===== src/rtl/modclk_freq_seq.sv =====
// modclk_freq_seq: frequency-switch sequencer for the modulation clock path.
// Synchronizes and debounces FREQ_SEL_IN, then runs the sequence
// quiesce (SR_RESET held) -> switch mux select -> settle -> SR_SET reload.
// Optional feature macro: FREQSEQ_SWITCH_CNT_EN adds an 8-bit saturating
// SWITCH_CNT output counting completed switches (the reset-time reload is
// not counted).
module modclk_freq_seq #(
  parameter int unsigned DEBOUNCE_CYCLES = 1000,
  parameter int unsigned QUIESCE_CYCLES  = 64,
  parameter int unsigned SETTLE_CYCLES   = 64,
  parameter logic [2:0]  DEFAULT_SEL     = 3'd5
) (
  input  logic       USER_CLOCK,
  input  logic       RESET,
  input  logic [2:0] FREQ_SEL_IN,
  output logic [2:0] FREQ_SEL_OUT,
  output logic       SR_RESET,
  output logic       SR_SET,
  output logic       BUSY,
  output logic       SEL_ERR
`ifdef FREQSEQ_SWITCH_CNT_EN
  ,
  output logic [7:0] SWITCH_CNT
`endif
);

  localparam logic [15:0] DEB_LD = 16'(DEBOUNCE_CYCLES - 1);
  localparam logic [15:0] QUI_LD = 16'(QUIESCE_CYCLES - 1);
  localparam logic [15:0] SET_LD = 16'(SETTLE_CYCLES - 1);
  localparam logic [2:0]  MAX_VALID_SEL = 3'd5;

  typedef enum logic [2:0] {
    ST_RUN      = 3'd0,
    ST_DEBOUNCE = 3'd1,
    ST_QUIESCE  = 3'd2,
    ST_SETTLE   = 3'd3,
    ST_LOAD     = 3'd4
  } state_e;

  state_e      state_q, state_d;
  logic [15:0] cnt_q, cnt_d;
  logic [2:0]  cand_q, cand_d;
  logic [2:0]  sel_out_q, sel_out_d;
  logic        sel_err_q, sel_err_d;
  logic        sr_reset_q, sr_reset_d;
  logic        sr_set_q, sr_set_d;
  logic        busy_q, busy_d;
  logic [2:0]  sync1_q, sync2_q;
  logic [2:0]  sel_s;

  assign sel_s = sync2_q;

  // Two-flop synchronizer for the asynchronous pin select
  always_ff @(posedge USER_CLOCK) begin
    if (RESET) begin
      sync1_q <= DEFAULT_SEL;
      sync2_q <= DEFAULT_SEL;
    end else begin
      sync1_q <= FREQ_SEL_IN;
      sync2_q <= sync1_q;
    end
  end

  // State, datapath and registered outputs; reset restarts from the settle phase
  always_ff @(posedge USER_CLOCK) begin
    if (RESET) begin
      state_q    <= ST_SETTLE;
      cnt_q      <= SET_LD;
      cand_q     <= DEFAULT_SEL;
      sel_out_q  <= DEFAULT_SEL;
      sel_err_q  <= 1'b0;
      sr_reset_q <= 1'b1;
      sr_set_q   <= 1'b0;
      busy_q     <= 1'b1;
    end else begin
      state_q    <= state_d;
      cnt_q      <= cnt_d;
      cand_q     <= cand_d;
      sel_out_q  <= sel_out_d;
      sel_err_q  <= sel_err_d;
      sr_reset_q <= sr_reset_d;
      sr_set_q   <= sr_set_d;
      busy_q     <= busy_d;
    end
  end

  // Next-state: debounce, quiesce/switch, settle, one-cycle reload
  always_comb begin
    state_d   = state_q;
    cnt_d     = cnt_q;
    cand_d    = cand_q;
    sel_out_d = sel_out_q;
    sel_err_d = sel_err_q;
    case (state_q)
      ST_RUN: begin
        // Moving off a rejected value clears the error flag
        if (sel_err_q && (sel_s != cand_q)) sel_err_d = 1'b0;
        // A rejected value stays rejected until the pins move away from it
        if ((sel_s != sel_out_q) && !(sel_err_q && (sel_s == cand_q))) begin
          cand_d  = sel_s;
          cnt_d   = DEB_LD;
          state_d = ST_DEBOUNCE;
        end
      end
      ST_DEBOUNCE: begin
        if (sel_s == sel_out_q) begin
          state_d   = ST_RUN;
          sel_err_d = 1'b0;
        end else if (sel_s != cand_q) begin
          cand_d = sel_s;
          cnt_d  = DEB_LD;
        end else if (cnt_q == 16'd0) begin
          if (cand_q <= MAX_VALID_SEL) begin
            sel_err_d = 1'b0;
            cnt_d     = QUI_LD;
            state_d   = ST_QUIESCE;
          end else begin
            sel_err_d = 1'b1;
            state_d   = ST_RUN;
          end
        end else begin
          cnt_d = cnt_q - 16'd1;
        end
      end
      ST_QUIESCE: begin
        if (cnt_q == 16'd0) begin
          sel_out_d = cand_q;
          cnt_d     = SET_LD;
          state_d   = ST_SETTLE;
        end else begin
          cnt_d = cnt_q - 16'd1;
        end
      end
      ST_SETTLE: begin
        if (cnt_q == 16'd0) state_d = ST_LOAD;
        else                cnt_d   = cnt_q - 16'd1;
      end
      ST_LOAD:  state_d = ST_RUN;
      default:  state_d = ST_SETTLE;
    endcase
  end

  // Output decode from the next state so every output is a plain register
  always_comb begin
    sr_reset_d = (state_d == ST_QUIESCE) || (state_d == ST_SETTLE);
    sr_set_d   = (state_d == ST_LOAD);
    busy_d     = (state_d != ST_RUN);
  end

  assign FREQ_SEL_OUT = sel_out_q;
  assign SR_RESET     = sr_reset_q;
  assign SR_SET       = sr_set_q;
  assign BUSY         = busy_q;
  assign SEL_ERR      = sel_err_q;

`ifdef FREQSEQ_SWITCH_CNT_EN
  logic [7:0] sw_cnt_q;
  logic       first_load_q;

  // Count reloads, skipping the one that ends the reset sequence; saturate at 255
  always_ff @(posedge USER_CLOCK) begin
    if (RESET) begin
      sw_cnt_q     <= 8'd0;
      first_load_q <= 1'b1;
    end else if (state_d == ST_LOAD) begin
      first_load_q <= 1'b0;
      if (!first_load_q && (sw_cnt_q != 8'hFF)) sw_cnt_q <= sw_cnt_q + 8'd1;
    end
  end

  assign SWITCH_CNT = sw_cnt_q;
`endif

endmodule

===== config.mk =====
export PLATFORM = sky130hd
export DESIGN_NAME = modclk_freq_seq
export DESIGN_NICKNAME = d
export VERILOG_FILES = /design/src/rtl/modclk_freq_seq.sv
export SDC_FILE = /design/constraint.sdc
export NUM_CORES = 1
export LEC_CHECK = 0
export ABC_CLOCK_PERIOD_IN_PS = 3100
export CAP_MARGIN = 20
export CORE_UTILIZATION = 58
export DETAILED_ROUTE_END_ITERATION = 7
export PLACE_DENSITY_LB_ADDON = 0.1
export SLEW_MARGIN = 30
export SYNTH_ARGS = -nofsm -noshare
export SYNTH_HDL_FRONTEND = slang
export SYNTH_SLANG_ARGS = --single-unit

===== constraint.sdc =====
create_clock -name USER_CLOCK -period 3.1 [get_ports USER_CLOCK]
set_input_delay 0.62 -clock USER_CLOCK [delete_from_list [all_inputs] [get_ports USER_CLOCK]]
set_output_delay 0.62 -clock USER_CLOCK [all_outputs]
set_load 0.02 [all_outputs]

==> results.yml, run 1 <==
outcome:
  outcome: "finished, final reports clean"
route:
  first_iter_violations: 149
  ant_nets: 0
  via_count: 1743
  drc: 0
  wl_per_cell_um: 14.7
  dr.pass1.iters: 4
  drt-total-wl_um: 4130
  vias_per_cell: 6.20
floorplanning:
  ios: 12
  start_util_pct: 60.8
  die_h_um: 58.6
  die_w_um: 58.6
  coreArea_um2: 3050
  die_area_um2: 3430
  num_rows: 20
sta:
  worstMarginPinSlew_ps: 659
  min_period_over_period_pct: 84.9
  fin_setup_tns_ps: 0
  clock_skew_ps: 12.2
  max_freq_mhz: 380
  finalSetupViolCount: 0
  hold_viol: 0
  holdWs_ps: 424
  rsz0062_at_grt: "no"
  fin_crit_ps: 2630
  slew_viol_final: 0
  slew_headroom_pct: 56.0
synthesis:
  yosysSeqAreaShare_pct: 37.7
  yosys.area.top_type_share_pct: 37.7
  netlist_area_um2: 1860
  netlist_top_cells_area: "dfxtp_1 (38%), o21ai_0 (5.4%), nor2_1 (5.3%), nand2_1 (3.6%), a21oi_1 (3.5%)"
  yosysTopAreaCell: "dfxtp_1"
  async_flop_share_pct: 0
  synthTopCellsByCount: "dfxtp_1 (35), nor2_1 (26), o21ai_0 (20), nand2_1 (18)"
  syn_area_per_cell_um2: 8.22
  syn_inst: 226
  yosysWarningCount: 0
  yosys_most_used_dff: "dfxtp_1"
  yosysMostFrequentCell: "dfxtp_1"
  synth_seq_cells: 35
  syn-num-nets: 232
  synth-edff-count: 0
  synth_cell_types: 47
cells_and_area:
  nets: 242
  area_growth_pct: 12.8
  drive_above_1_share_pct: 10.1
  final_core_util_pct: 68.6
  final_cells: 281
  n_antenna_cell: 0
clock_network:
  cts_setup_buffers: 0
  clock_latency_ps: 340
  post_cts_resize_count: 0
  cts_tree: "yes"
  clk_pin_slew_ps: 110
  hold_buffers: 0
  cts_made_buffers: 5
  cts_max_level: 2
  cts_num_sinks: 35
  cts-root-buf: "clkbuf_4"
  clk_path_buf_depth: 2
worst_setup_path:
  critPathRequiredTime_ps: 3370
  cp.buffers_inverters: 1
  cp_slowest_stage_delay_ps: 650
  crit_type: "reg -> reg"
  path_cells: "inv_1 > ha_1 > nor4b_2 > and4b_1 > a41oi_2 > nand2_1 > or4_1 > a31oi_1"
  startpoint_type: "flip-flop"
  critPathTopFamily: "simple AND/OR/NAND/NOR gates"
  critical_path_peak_fanout: 20
  end_kind: "flip-flop"
  crit_path_top_delay_cell: "or4_1"
  worstPathArrival_ps: 2900
place:
  dp.cells: 273
  port-buffer-count: 11
  gp_congestion: 0.876
  dp_hpwl_um: 2980
power:
  vdd_drop_max_mv: 0.413
  seqPwrFrac_pct: 49.1
  pwr-share-comb_pct: 9.3
  p_total_uw: 990
  swShare_pct: 23.6
  p_leak_uw: 0.000715
  power.switching_uw: 234
  power_density_nw_per_um2: 472
  clkPwrFrac_pct: 41.6
  power.internal_uw: 756
global_route:
  first_global_vias: 1545
  antenna_found_initial: 0
  grt_max_degree: 21
  track_usage_pct: 26.1
  grt_pass1_wl_um: 6840
  overflow: 0
worst_hold_path:
  hp-class: "reg -> reg"
job:
  cap_violations: 0
## flip-flops by register name, summed over array words and instances (netlist names)
| signal | count |
|---|---|
| SR_SET | 1 |
| SEL_ERR | 1 |
| state_q | 3 |
| sync1_q | 3 |
| SR_RESET | 1 |
| cnt_q | 16 |
| BUSY | 1 |
| sel_s | 3 |
| cand_q | 3 |
| FREQ_SEL_OUT | 3 |
## final timing paths
check / start / cells past startpoint / slack (ps) / end
worst max register to register: cnt_q[0] / 8 / 470 / cnt_q[13]
worst min-delay path: sync1_q[2] / 1 / 420 / sel_s[2]
worst max-delay path: cnt_q[0] / 8 / 470 / cnt_q[13]
worst min register to register: sync1_q[2] / 1 / 420 / sel_s[2]
## layer usage
metal	track usage (%)	wire length [um]	up-vias
met4	12.6	94	0
met1	33.4	1870	823
met2	40.9	1950	56
met3	6.81	213	12
met5	0	0	-
li1	-	-	852
## cell families after synthesis
| logic type | count (synthesis) | share of synthesized area (%) |
|---|---|---|
| adders and majority gates | 1 | 0.674 |
| muxes | 6 | 3.23 |
| DFF | 35 | 37.7 |
| xor gates and xnor gates | 6 | 3.64 |
| and+or+nand+nor | 109 | 32.4 |
| AOI/OAI and AO/OA | 56 | 19.1 |
| buffers and inverters | 13 | 3.17 |
## cell usage in the layout (no fill, tap or decap), drive strengths merged, types with 2 or more instances in the layout
cell type	synthesis	routed
a211oi	2	2
a21o	3	3
a21oi	13	13
a31oi	4	4
a41oi	2	2
and2	3	3
buf	3	2
bufinv	0	2
clkbuf	7	5
clkdlybuf4s50	0	11
dfxtp	35	35
inv	3	3
mux2i	6	6
nand2	18	18
nand3	7	7
nand3b	2	2
nand4	7	7
nand4b	2	2
nor2	26	26
nor2b	5	5
nor3	13	13
nor3b	4	4
nor4	8	8
o211ai	3	3
o21ai	20	20
or2	6	6
or4	3	3
xnor2	6	6
## power by group through the flow
stage                     Clock (uW)  Combinational, uW  Sequential, uW
after detailed placement           0               90.2             496
final                            412               91.7             486
after CTS                        418               91.4             486
after global routing             439                102             489
after global placement             0               88.4             495
after floorplan                    0               70.0             491
## layout make-up
cell class                      instances  area [um^2]
Multi-Input combinational cell        178         1100
Fill cell                             258          958
Sequential cell                        35          701
Timing Repair Buffer                   13          125
Clock inverter                          3         67.6
Tap cell                               44         55.1
Clock buffer                            5         37.5
Inverter                                3         11.3
## stage by stage
stage | instance area, um^2 | setup slack [ps]
final | 2090 | 467
after global routing | 2090 | 350
after global placement | 1990 | 661
after detailed placement | 1990 | 526
after CTS | 2090 | 492
after floorplan | 1860 | 972
Power figures use the tool's default switching activity.
==> inputs of run 2 (changes only) <==
Settings changed: ABC_CLOCK_PERIOD_IN_PS 3100 to 2400, CORE_UTILIZATION 58 to 52.
Clock period 3.1 ns to 2.4 ns, I/O delays scaled along.
==> run 2 against run 1 <==
Effect of this change: clock skew shrank 9.1 ps; critical endpoint is now cnt_q[15]; via count grew 2.6%; core utilization decreased by 5.2 points; critical path depth unchanged; critical path type unchanged; first-iteration DRC count is 4.0% higher; worst hold slack hardly changed; maximum frequency grew 18%; cell count grew 3.6%; design area grew 2.6%; sequential power rose by 29%; combinational power grew 38%; global-route usage rose by 0.35 points.
==> results.yml, run 2 (same netlist as run 1, synthesis figures left out) <==
outcome:
  outcome: "finished, final reports clean"
power:
  clkPwrFrac_pct: 36.8
  vdd_drop_max_mv: 0.345
  swShare_pct: 24.4
  seqPwrFrac_pct: 52.6
  power.switching_uw: 292
  power_density_nw_per_um2: 557
  pwr-share-comb_pct: 10.6
  power.internal_uw: 905
  p_total_uw: 1200
  p_leak_uw: 0.000768
clock_network:
  clock_latency_ps: 350
  cts_setup_buffers: 0
  cts-root-buf: "clkbuf_4"
  cts_num_sinks: 35
  cts_max_level: 2
  clk_pin_slew_ps: 100
  cts_made_buffers: 5
  post_cts_resize_count: 0
  clk_path_buf_depth: 2
  cts_tree: "yes"
  hold_buffers: 0
cells_and_area:
  final_core_util_pct: 63.4
  area_growth_pct: 15.8
  n_antenna_cell: 0
  mostFrequentLayoutCells: "dfxtp_1 (35), nor2_1 (26), o21ai_0 (20)"
  nets: 250
  drive_above_1_share_pct: 13.5
  final_common_cell: "dfxtp_1"
  largest_reg_flops: 16
  final_cells: 291
  top_register: "cnt_q"
route:
  via_count: 1789
  vias_per_cell: 6.15
  drc: 0
  first_iter_violations: 155
  ant_nets: 0
  wl_per_cell_um: 14.7
  dr.pass1.iters: 4
  drt-total-wl_um: 4270
floorplanning:
  die_w_um: 61.8
  die_area_um2: 3810
  start_util_pct: 54.8
  coreArea_um2: 3390
  num_rows: 21
  die_h_um: 61.8
  ios: 12
worst_setup_path:
  worstPathArrival_ps: 2520
  cp_slowest_stage_delay_ps: 460
  crit_path_top_delay_cell: "or4_1"
  r2r_setup_slack_ps: 160
  r2r-end: "cnt_q[15]"
  startpoint_type: "flip-flop"
  end_kind: "flip-flop"
  reg2reg_depth: 8
  cp.buffers_inverters: 1
  crit_type: "reg -> reg"
  critical_path_peak_fanout: 6
  r2r_start: "cnt_q[0]"
  critPathTopFamily: "simple AND/OR/NAND/NOR gates"
  critPathRequiredTime_ps: 2680
  path_cells: "inv_1 > ha_1 > nor4b_4 > and4_1 > a2bb2oi_1 > or2_4 > or4_1 > a31oi_1"
sta:
  rsz0062_at_grt: "no"
  finalSetupViolCount: 0
  holdWs_ps: 423
  clock_skew_ps: 3.08
  slew_headroom_pct: 57.9
  max_freq_mhz: 447
  slew_viol_final: 0
  fin_setup_tns_ps: 0
  fin_crit_ps: 2240
  hold_viol: 0
  worstMarginPinSlew_ps: 626
  min_period_over_period_pct: 93.3
worst_hold_path:
  hp-class: "reg -> reg"
  hp-start: "sync1_q[2]"
  hold_path_depth: 1
  whs_endpoint: "sel_s[2]"
place:
  dp.cells: 283
  gp_congestion: 0.903
  port-buffer-count: 11
  dp_hpwl_um: 3230
global_route:
  overflow: 0
  first_global_vias: 1644
  antenna_found_initial: 0
  track_usage_pct: 26.4
  grt_pass1_wl_um: 7380
  grt_max_degree: 17
job:
  cap_violations: 0
## run 2: cell types whose count changed in the layout (fill, tap and decap cells not counted)
cell and delta:
or2_4 +1, bufinv_16 -1, clkbuf_8 +1, buf_4 +8, or2_1 -1, clkinvlp_4 -1
nor4b_2 -1, clkinv_2 +1, nor4b_4 +1
## run 2: through the flow
step | cell area (um^2) | setup WS, ps
6_report | 2150 | 161
2_1_floorplan | 1860 | 272
5_1_grt | 2150 | 2.64
4_1_cts | 2140 | 102
3_3_place_gp | 2050 | 232
3_5_place_dp | 2050 | 132
## run 2: layer usage
layer / vias up / wire length, um / global-route usage (%)
li1: 873 / - / -
met3: 10 / 238 / 8.90
met2: 53 / 2060 / 43.2
met5: - / 0 / 0
met4: 0 / 67 / 8.57
met1: 853 / 1910 / 32.9
## run 2: how the worst max path moves through the flow
stage          startpoint        end  slack [ps]  depth (start not counted)
2_1_floorplan    cnt_q[0]  cnt_q[15]         270                          9
3_3_place_gp     cnt_q[0]  cnt_q[15]         230                          8
3_5_place_dp     cnt_q[0]   cnt_q[3]         130                          8
4_1_cts          cnt_q[0]   cnt_q[3]         100                          8
5_1_grt          cnt_q[0]   cnt_q[6]           3                          8
6_report         cnt_q[0]  cnt_q[15]         160                          8
## run 2: worst reg2reg max path: stages (launching register included)
cell and delay, ps:
dfxtp_1 380, inv_1 80, ha_1 260, nor4b_4 170
and4_1 170, a2bb2oi_1 170, or2_4 290, or4_1 460
a31oi_1 170
## run 2: layout make-up
| cell class | count | area (um^2) |
|---|---|---|
| tap | 46 | 57.6 |
| clock buffer | 6 | 51.3 |
| fill | 306 | 1240 |
| timing repair buffer | 21 | 185 |
| multi-input combinational | 178 | 1110 |
| clock inverter | 2 | 35.0 |
| sequential | 35 | 701 |
| inverter | 3 | 11.3 |
## run 2: power by group through the flow
| stage | Clock (uW) | Sequential [uW] | Combinational, uW |
|---|---|---|---|
| global route | 479 | 634 | 141 |
| floorplan | 0 | 634 | 90.4 |
| finish | 441 | 629 | 127 |
| detailed placement | 0 | 641 | 124 |
| CTS | 451 | 628 | 125 |
| global placement | 0 | 639 | 120 |
==> RTL edit 1: new RTL, config.mk and constraints of run 1 <==
The output `SR_SET` loses its register stage (`sr_set_q` becomes a continuous assignment).
--- a/src/rtl/modclk_freq_seq.sv
+++ b/src/rtl/modclk_freq_seq.sv
@@ -70,7 +70,6 @@
       sel_out_q  <= DEFAULT_SEL;
       sel_err_q  <= 1'b0;
       sr_reset_q <= 1'b1;
-      sr_set_q   <= 1'b0;
       busy_q     <= 1'b1;
     end else begin
       state_q    <= state_d;
@@ -79,10 +78,11 @@
       sel_out_q  <= sel_out_d;
       sel_err_q  <= sel_err_d;
       sr_reset_q <= sr_reset_d;
-      sr_set_q   <= sr_set_d;
       busy_q     <= busy_d;
     end
   end
+
+  assign sr_set_q = sr_set_d;
 
   // Next-state: debounce, quiesce/switch, settle, one-cycle reload
   always_comb begin
Behaviour: no difference found for any inputs over 10 cycles, from zero or initial values and one cycle with RESET high; that may be too few to reach the edited logic, so the function may still have changed.
==> RTL edit 1 against run 1 <==
First-iteration DRC count increased by 7.4%. Largest power group unchanged. Total power shrank 14%. Area after synthesis shrank 1.7%. Setup slack worse by 0.32 ns. Combinational power up 22%. Sequential cell count down 1. Die area shrank 1.6%. Worst hold slack got worse by 0.0030 ns. Final area shrank 2.6%. Wire length is 0.68% lower.
==> RTL edit 1: results (changes against run 1) <==
outcome:
  outcome: "finished, final reports clean"
cells_and_area:
  num-multi-input-gates: 174  # -2.2%
  inverters: 6  # +3
  nClkBuffers: 7  # +2
  layout-drive-gt1-share_pct: 12.55  # +2.4 points
  seq_cells: 34  # -2.9%
  sh_seq_area_pct: 33.37  # -0.079 points
  fill_cells: 246  # -4.7%
  n_all_buffers: 17  # +4
  nNetsFinal: 244  # +0.83%
  clk_share_pct: 2.945  # -2.1 points
synth:
  synthTopCellsByCount: "dfxtp_1 (34), nand2_1 (22), o21ai_0 (19)"
  synth_area_leaders: "dfxtp_1 (37%), o21ai_0 (5.2%), a21oi_1 (4.7%)"
  yosys.area_share.adder_pct: 0.6854  # +0.012 points
  synth_nets: 229  # -1.3%
  synth.yosys.seq_area_share_pct: 37.29  # -0.45 points
  synth_cell_types: 53  # +13%
global_route:
  grt_pass1_vias: 1667  # +7.9%
  use_met1_pct: 36.30  # +2.9 points
  grt_pass1_wl_um: 7293  # +6.6%
  grt_use_met3_pct: 4.911  # -1.9 points
  track_usage_pct: 27.75  # +1.7 points
worst_setup_path:
  critPathArrivalTime_ns: 2.33  # -0.57 ns
  crit_fanout: 5  # -75%
power_and_ir_drop:
  p_leak_nw: 0.7645  # +7.0%
  peakVddDrop_mv: 0.3502  # -15%
place:
  detailed_place_hpwl_um: 2903  # -2.5%
  gp_congestion: 0.8490  # -3.0%
routing:
  detail_route.iter0.violations: 160  # +7.4%
  firstDrtPassIters: 5  # +1
  met3_length_um: 228  # +7.0%
  wl_met1_um: 1898  # +1.3%
  vias: 1752  # +0.52%
sta:
  worst_slew_pin_slew_ns: 0.7142  # +0.05558 ns
RTL edit 1: kinds of logic (layout without fill, tap and decap cells):
kind of cell	after synthesis	after routing
buf+inv	15	31
mux	3	3
xor+xnor	6	6
flops	34	34
simple gates	101	101
compound gates	63	63
fa+ha+maj	1	1
RTL edit 1: what timing repair did:
action | CTS | global route
setup buffers | 0 | 1
gates resized for setup | 0 | 1
setup endpoints to repair | 0 | 1
endpoints found under the hold margin | 0 | 0
RTL edit 1: metrics by stage:
step	setup slack, ns	instances	instance area, um^2	hold slack (ns)
final	0.1450	281	2039	0.4208
after CTS	0.1254	280	2027	0.4249
after global routing	0.02218	281	2039	0.4592
after detailed placement	0.5074	272	1967	0.4019
after floorplan	1.008	223	1826	0.3895
after global placement	0.5673	272	1967	0.3932
RTL edit 1: power breakdown:
group | leakage (nW) | total, W | switching (W) | internal [W]
clock network | 0.0353 | 0.000264 | 0.000154 | 0.000110
registers | 0.277 | 0.000476 | 0.0000215 | 0.000454
logic | 0.452 | 0.000112 | 0.0000643 | 0.0000473
total | 0.764 | 0.000851 | 0.000240 | 0.000612
RTL edit 1: worst paths after layout:
check	cells after the start	startpoint	endpoint
hold reg to reg	1	sync1_q[0]$_SDFF_PP1_	sel_s[0]$_SDFF_PP1_
setup / recovery	8	cnt_q[0]$_SDFFE_PP1P_	SR_SET
hold / removal	1	sync1_q[0]$_SDFF_PP1_	sel_s[0]$_SDFF_PP1_
setup reg to reg	10	cnt_q[0]$_SDFFE_PP1P_	cnt_q[12]$_SDFFE_PP0P_
RTL edit 1: critical path, stage by stage, from the launching register on:
cell             delay, ns
dfxtp_1               0.35
inv_1                 0.06
ha_1                  0.19
nor4b_4               0.32
nand3_4               0.15
nor2_4                0.11
nand3_1               0.13
inv_1                 0.10
clkdlybuf4s50_1       0.60
==> RTL edit 2: new RTL, config.mk and constraints of run 1 <==
Without the edit above. Build with the macro `FREQSEQ_SWITCH_CNT_EN` defined.
--- a/src/rtl/modclk_freq_seq.sv
+++ b/src/rtl/modclk_freq_seq.sv
@@ -4,6 +4,8 @@
 // Optional feature macro: FREQSEQ_SWITCH_CNT_EN adds an 8-bit saturating
 // SWITCH_CNT output counting completed switches (the reset-time reload is
 // not counted).
+`define FREQSEQ_SWITCH_CNT_EN
+
 module modclk_freq_seq #(
   parameter int unsigned DEBOUNCE_CYCLES = 1000,
   parameter int unsigned QUIESCE_CYCLES  = 64,
Formal check against the unedited RTL (old outputs only; new: SWITCH_CNT): equivalent (Yosys induction, for registers that start in step).
==> RTL edit 2 against run 1 <==
The flow now finishes with violations (design-rule violations). Worst hold slack got worse by 0.0086 ns. Die area rose by 20%. Sequential cell count rose by 9. Sequential share of layout area rose by 0.69 points. Final area rose by 23%. Wire length rose by 21%. Area after synthesis rose by 20%. Setup slack improved by 0.13 ns. Highest routed layer unchanged.
Power is not compared: it rests on default switching activity, and its combinational part moved more than twofold at a synthesized area within 25%.
==> RTL edit 2: results (changes against run 1) <==
outcome:
  violations: "design-rule violations"
  outcome: "finished with violations"
routing:
  wl_met1_um: 2162  # +15%
  vias_per_cell: 6.115  # -1.4%
  dr_wl_met2_um: 2446  # +26%
  wirelength_um: 4994  # +21%
  drc_errors: 1  # +1
  wire_per_inst_um: 15.09  # +2.6%
  firstDrtPassIters: 6  # +2
  detail_route.iter0.violations: 170  # +14%
synth:
  synth.yosys.seq_area_share_pct: 39.44  # +1.7 points
  synth_compound_area_share_pct: 20.62  # +1.5 points
  synth_area_leaders: "dfxtp_1 (39%), xnor2_1 (3.9%), nor2_1 (3.9%)"
  synth_nets: 272  # +17%
  synthTopCellsByCount: "dfxtp_1 (44), nor2_1 (23), o21ai_0 (17)"
  synth_area_per_cell_um2: 8.428  # +2.6%
  synth_cell_types: 53  # +13%
  muxShareOfSynthArea_pct: 1.849  # -1.4 points
  yosys.area_share.adder_pct: 1.120  # +0.45 points
cells_and_area:
  nNetsFinal: 289  # +19%
  layout-drive-gt1-share_pct: 9.187  # -0.94 points
global_route:
  track_usage_pct: 26.28  # +0.22 points
  grt_pass1_wl_um: 8266  # +21%
  grt_use_met3_pct: 7.321  # +0.51 points
  use_met1_pct: 29.99  # -3.4 points
  grt_pass1_vias: 1826  # +18%
worst_setup_path:
  crit_fanout: 8  # -60%
  critPathArrivalTime_ns: 2.74  # -0.16 ns
  r2r-end: "cnt_q[10]$_SDFFE_PP0P_"
cts:
  clk_latency_ns: 0.31  # -0.03 ns
sta:
  fin_skew_ns: 0.008369  # -0.003804 ns
  relSlewSlack_pct: 42.94  # -13 points
place:
  gp_congestion: 0.8738  # -0.22%
  place_inst: 323  # +18%
  detailed_place_hpwl_um: 3450  # +16%
  port_buffers: 19  # +8
min_path:
  hold_end: "sel_s[0]$_SDFF_PP1_"
  min-delay-start: "sync1_q[0]$_SDFF_PP1_"
[RTL edit 2: cell types whose count changed after synthesis, sizes merged, moves of 4 or more]
cell	run 1	this run
dfxtp	35	44
a211o	0	7
nor2b	5	12
o31ai	0	5
or3	0	5
clkbuf	7	11
inv	3	7
nand3	7	11
xnor2	6	10
[RTL edit 2: cells by family after synthesis]
group,count (synthesis)
AO/OA/AOI/OAI,69
XOR/XNOR,13
adder cells (fa/ha/maj),2
buffers and inverters,21
flip-flops,44
multiplexers,4
AND/OR/NAND/NOR,112
[RTL edit 2: worst max path at each step]
stage	slack, ns	from	endpoint
floorplan	0.84	cnt_q[0]$_SDFFE_PP1P_	cnt_q[10]$_SDFFE_PP0P_
global route	0.41	cnt_q[0]$_SDFFE_PP1P_	SWITCH_CNT[7]$_SDFFE_PP0P_
finish	0.60	cnt_q[0]$_SDFFE_PP1P_	cnt_q[10]$_SDFFE_PP0P_
global placement	0.76	cnt_q[0]$_SDFFE_PP1P_	cnt_q[10]$_SDFFE_PP0P_
detailed placement	0.69	cnt_q[0]$_SDFFE_PP1P_	cnt_q[10]$_SDFFE_PP0P_
CTS	0.63	cnt_q[0]$_SDFFE_PP1P_	cnt_q[10]$_SDFFE_PP0P_
[RTL edit 2: area by class of cell]
class,instances,area [um^2],area share [%]
multi-input combinational,200,1264,48.98
sequential,44,880.8,34.14
timing repair buffer,24,227.7,8.826
clock buffer,6,82.58,3.201
tap,48,60.06,2.328
clock inverter,2,38.79,1.503
inverter,7,26.28,1.018
[RTL edit 2: stage by stage]
stage	hold WS (ns)	total power [W]	utilization, %
CTS	0.4176	0.001090	69.95
finish	0.4152	0.001091	69.95
global route	0.4350	0.001126	69.95
floorplan	0.3895	0.0006187	-
detailed placement	0.3967	0.0006328	66.66
global placement	0.3945	0.0006316	66.66
